### config.mk
export PLATFORM = sky130hd
export DESIGN_NAME = bus_initiator
export DESIGN_NICKNAME = d
export VERILOG_FILES = /design/src/rtl/bus_pkg.sv /design/src/rtl/bus_initiator.sv
export SDC_FILE = /design/constraint.sdc
export NUM_CORES = 1
export LEC_CHECK = 0
export CAP_MARGIN = 10
export CORE_MARGIN = 1.5
export CORE_UTILIZATION = 42
export CTS_CLUSTER_DIAMETER = 40
export DETAILED_ROUTE_END_ITERATION = 12
export PLACE_DENSITY = 0.8
export SLEW_MARGIN = 20
export SYNTH_ARGS = -nofsm -noshare
export SYNTH_HDL_FRONTEND = slang
export SYNTH_SLANG_ARGS = --single-unit
### constraint.sdc
create_clock -name clk -period 2.35 [get_ports clk]
set_clock_uncertainty 0.15 [all_clocks]
set_input_delay 0.47 -clock clk [delete_from_list [all_inputs] [get_ports clk]]
set_output_delay 0.47 -clock clk [all_outputs]
set_load 0.01 [all_outputs]
### src/rtl/bus_pkg.sv
// Shared definitions for the SoC peripheral bus.
// Widths and the initiator state encoding.
package bus_pkg;

  localparam int BUS_ADDR_W = 12;
  localparam int BUS_DATA_W = 32;

  typedef enum logic [1:0] {
    IDLE,
    STROBE,
    WAIT,
    RESP
  } bus_init_state_t;

endpackage

### src/rtl/bus_initiator.sv
// Single-outstanding peripheral bus master with
// ack timeout and saturating error counter.
module bus_initiator
  import bus_pkg::*;
#(
  parameter int ADDR_W  = BUS_ADDR_W,
  parameter int DATA_W  = BUS_DATA_W,
  parameter int TIMEOUT = 16
) (
  input  logic              clk,
  input  logic              reset_n_i,
  input  logic              req_valid_i,
  output logic              req_ready_o,
  input  logic              req_wr_i,
  input  logic [ADDR_W-1:0] req_addr_i,
  input  logic [DATA_W-1:0] req_data_i,
  output logic              rsp_valid_o,
  input  logic              rsp_ready_i,
  output logic [DATA_W-1:0] rsp_data_o,
  output logic              rsp_err_o,
  output logic              sel_o,
  output logic              wr_en_o,
  output logic [ADDR_W-1:0] address_o,
  output logic [DATA_W-1:0] data_o,
  input  logic [DATA_W-1:0] data_in_i,
  input  logic              ack_i,
  output logic [7:0]        err_count_o
);

  localparam int CNT_W = $clog2(TIMEOUT);
  localparam logic [CNT_W-1:0] LAST =
    CNT_W'(TIMEOUT - 1);

  bus_init_state_t  state_q, state_d;
  logic [CNT_W-1:0] cnt_q, cnt_d;
  logic             accept;
  logic             ack_hit;
  logic             tmo;

  always_comb begin
    state_d     = state_q;
    cnt_d       = cnt_q;
    accept      = 1'b0;
    ack_hit     = 1'b0;
    tmo         = 1'b0;
    req_ready_o = (state_q == IDLE);
    unique case (state_q)
      IDLE: begin
        if (req_valid_i) begin
          accept  = 1'b1;
          state_d = STROBE;
        end
      end
      STROBE: begin
        cnt_d   = '0;
        state_d = WAIT;
      end
      WAIT: begin
        // ack on the final count still wins
        if (ack_i) begin
          ack_hit = 1'b1;
          state_d = RESP;
        end else if (cnt_q == LAST) begin
          tmo     = 1'b1;
          state_d = RESP;
        end else begin
          cnt_d = cnt_q + CNT_W'(1);
        end
      end
      RESP: begin
        if (rsp_ready_i) state_d = IDLE;
      end
      default: state_d = IDLE;
    endcase
  end

  always_ff @(posedge clk or negedge reset_n_i) begin
    if (!reset_n_i) begin
      state_q     <= IDLE;
      cnt_q       <= '0;
      sel_o       <= 1'b0;
      wr_en_o     <= 1'b0;
      address_o   <= '0;
      data_o      <= '0;
      rsp_valid_o <= 1'b0;
      rsp_err_o   <= 1'b0;
      rsp_data_o  <= '0;
      err_count_o <= '0;
    end else begin
      state_q     <= state_d;
      cnt_q       <= cnt_d;
      sel_o       <= accept;
      rsp_valid_o <= (state_d == RESP);
      if (accept) begin
        wr_en_o   <= req_wr_i;
        address_o <= req_addr_i;
        data_o    <= req_data_i;
      end
      if (ack_hit) begin
        rsp_data_o <= wr_en_o ? '0 : data_in_i;
        rsp_err_o  <= 1'b0;
      end else if (tmo) begin
        rsp_data_o <= '0;
        rsp_err_o  <= 1'b1;
        if (err_count_o != 8'hFF)
          err_count_o <= err_count_o + 8'd1;
      end
    end
  end

endmodule

==> flow_summary.json <==
{
  "holdWs_ns": 0.358,
  "yosys_warnings": 0,
  "hpwl_um": 6590,
  "yosysTopAreaCell": "dfrtp_1",
  "syn_nets": 329,
  "nets": 505,
  "pin_count": 171,
  "cts_tree": "done",
  "worst_slew_pin_slew_ns": 0.568,
  "first_iter_violations": 64,
  "met1_usage_pct": 23.8,
  "dieArea_um2": 9630,
  "min_period_over_period_pct": 95.6,
  "final_layout_size_suffix_gt1_share_pct": 18.6,
  "power.leakage_nw": 2.52,
  "fin_area_um2": 5790,
  "cp.buffers_inverters": 1,
  "arrival_ns": 1.63,
  "status": "completed",
  "final_common_cell": "clkdlybuf4s50_1",
  "cpLargestDelayFamily": "buffers and inverters",
  "ys_types": 41,
  "grt_pass1_wl_um": 14600,
  "route.detailed.drc": 0,
  "grt_overflow": 0,
  "cpPeakStageDelay_ns": 0.56,
  "syn_to_final_growth_pct": 52.5,
  "die_w_um": 98.1,
  "maxCapViolCount": 0,
  "worst-path-max-fanout": 9,
  "wl_per_cell_um": 16.9,
  "hold_viol": 0,
  "grt_max_degree": 47,
  "hp-class": "reg2reg",
  "cts.sinks": 94,
  "relSlewSlack_pct": 62.2,
  "port_buffers": 170,
  "startpoint_type": "flip-flop",
  "slowest_stage": "clkdlybuf4s50_1",
  "fp.dieH_um": 98.1,
  "met2_usage_pct": 33.3,
  "dr.pass1.iters": 4,
  "via_per_inst": 5.04,
  "max_freq_mhz": 445,
  "drtAntennaViolNets": 0,
  "coreArea_um2": 8760,
  "postSynthCellCount": 245,
  "cp-end-kind": "output port",
  "slew_violations": 0,
  "utilization_pct": 66.1,
  "clk_root_buffer_cell": "clkbuf_8",
  "grt_pass1_vias": 2846,
  "ys_ff_latch": 94,
  "p_per_area_nw_per_um2": 1160,
  "synth_top_area_share_pct": 61.9,
  "fin_crit_ns": 2.25,
  "ctsResizeCount": 0,
  "wl_um": 9000,
  "dp_cells": 517,
  "cts_max_level": 3,
  "gp_congestion": 0.778,
  "vdd_ir_drop_max_mv": 0.651,
  "dpl_cell_area_um2": 5590,
  "nFillCells": 683,
  "multi_input_area_um2": 1320,
  "grt_usage_pct": 18.9,
  "seq_area_um2": 2350,
  "critPathKind": "reg2out",
  "rsz0062_at_grt": "false",
  "syn_area_per_cell_um2": 15.5,
  "grt_antenna_before_repair": 0,
  "layout_common_cells": "169 x clkdlybuf4s50_1, 94 x dfrtp_1, 32 x a22o_1, 28 x mux2_4, 18 x mux2_2",
  "start_util_pct": 43.4,
  "fin_setup_tns_ns": 0,
  "cts_setup_buffers": 0,
  "clk_pin_slew_worst_paths_ns": 0.08,
  "path_cells": "nor2_4 > clkdlybuf4s50_1",
  "cts.path.max_buffers": 2,
  "ys_seq_area_share_pct": 61.9,
  "antenna_cells": 0,
  "fin_cells": 533,
  "clock_latency_ns": 0.33,
  "rows": 34,
  "grtUsageMet3_pct": 3.15,
  "critPathRequiredTime_ns": 1.73,
  "busiest_layer": "met2",
  "netlist_area_um2": 3800,
  "synthTopCellsByArea": "dfrtp_1 62%, mux2_4 11%, a22o_1 7.4%, mux2_2 5.3%, buf_6 2.4%",
  "num_vias": 2684,
  "setup_viol": 0,
  "cts_buffers": 9
}
[per-stage QoR]
step | setup slack [ns] | power, mW
6_report | 0.104 | 6.75
5_1_grt | 0.0405 | 7.11
4_1_cts | 0.0815 | 6.83
3_5_place_dp | 0.221 | 5.78
3_3_place_gp | 0.235 | 5.66
2_1_floorplan | 0.582 | 4.15
[cell families after synthesis]
group                    synth area share (%)
AO/OA/AOI/OAI                            10.3
AND/OR/NAND/NOR                          6.06
XOR/XNOR                                0.922
flip-flops                               61.9
buffers and inverters                    3.49
multiplexers                             16.7
adder cells (fa/ha/maj)                 0.658
[final timing paths]
| check | depth (start not counted) | end | slack (ns) | from |
|---|---|---|---|---|
| worst max-delay path | 2 | req_ready_o | 0.10 | state_q[1] |
| worst min-delay path | 1 | rsp_data_o[19] | 0.36 | rsp_data_o[19] |
| worst max register to register | 4 | address_o[5] | 0.40 | state_q[1] |
| worst min register to register | 1 | rsp_data_o[19] | 0.36 | rsp_data_o[19] |
| max in group asynchronous | 3 | data_o[5] | 0.94 | reset_n_i |
| min in group asynchronous | 2 | data_o[24] | 0.52 | reset_n_i |
[synthesized netlist by cell type]
| cell type | n |
|---|---|
| and2_1 | 1 |
| a21oi_1 | 7 |
| nand3b_4 | 1 |
| buf_2 | 4 |
| mux2_4 | 28 |
| nand3_1 | 2 |
| and3_1 | 2 |
| inv_2 | 1 |
| or2_2 | 1 |
| nand2_1 | 4 |
| o21a_1 | 1 |
| nand2b_1 | 1 |
| nand3b_1 | 1 |
| buf_6 | 8 |
| and4_1 | 1 |
| nand3_2 | 1 |
| inv_1 | 3 |
| nor2_2 | 1 |
| nor2b_4 | 1 |
| a31o_2 | 1 |
| a21o_1 | 1 |
| nor2_1 | 5 |
| nand4b_1 | 1 |
| xnor2_1 | 4 |
| a21boi_0 | 1 |
| and2_4 | 1 |
| ha_1 | 2 |
| dfrtp_1 | 94 |
| nor4_4 | 1 |
| a31oi_1 | 3 |
| nand4_1 | 2 |
| mux2i_1 | 1 |
| mux2_2 | 18 |
| o2bb2ai_1 | 2 |
| nor3_1 | 2 |
| nor3_2 | 1 |
| nor4_1 | 1 |
| nor2_4 | 1 |
| buf_4 | 1 |
| a22o_1 | 32 |
| o32ai_1 | 1 |
[layer usage]
| layer | part of all wire [%] | routed length [µm] |
|---|---|---|
| met1 | 41 | 3700 |
| met5 | 0 | 0 |
| met3 | 4.4 | 400 |
| met4 | 1.6 | 147 |
| met2 | 53 | 4750 |
[timing repair]
action	CTS	global route
hold buffers	1	0
setup endpoints to repair	0	0
endpoints found under the hold margin	18	0
[state kept, by name, indices dropped and copies added, names as in the netlist, 2 cells and up]
name and cells:
address_o 12, state_q 2, data_o 32, rsp_data_o 32, err_count_o 8, cnt_q 4
[where the power goes]
group	internal, mW	switching (mW)
Clock	0.513	0.516
Sequential	2.27	0.435
Combinational	1.95	1.07
[final cells by class]
type                            count  share of cell area [%]
Clock buffer                       11                    2.44
Clock inverter                      4                   0.821
Inverter                            4                   0.259
Multi-Input combinational cell    134                    22.7
Sequential cell                    94                    40.6
Tap cell                          108                    2.33
Timing Repair Buffer              178                    30.8
No activity file was read; power rests on OpenSTA's default activity.
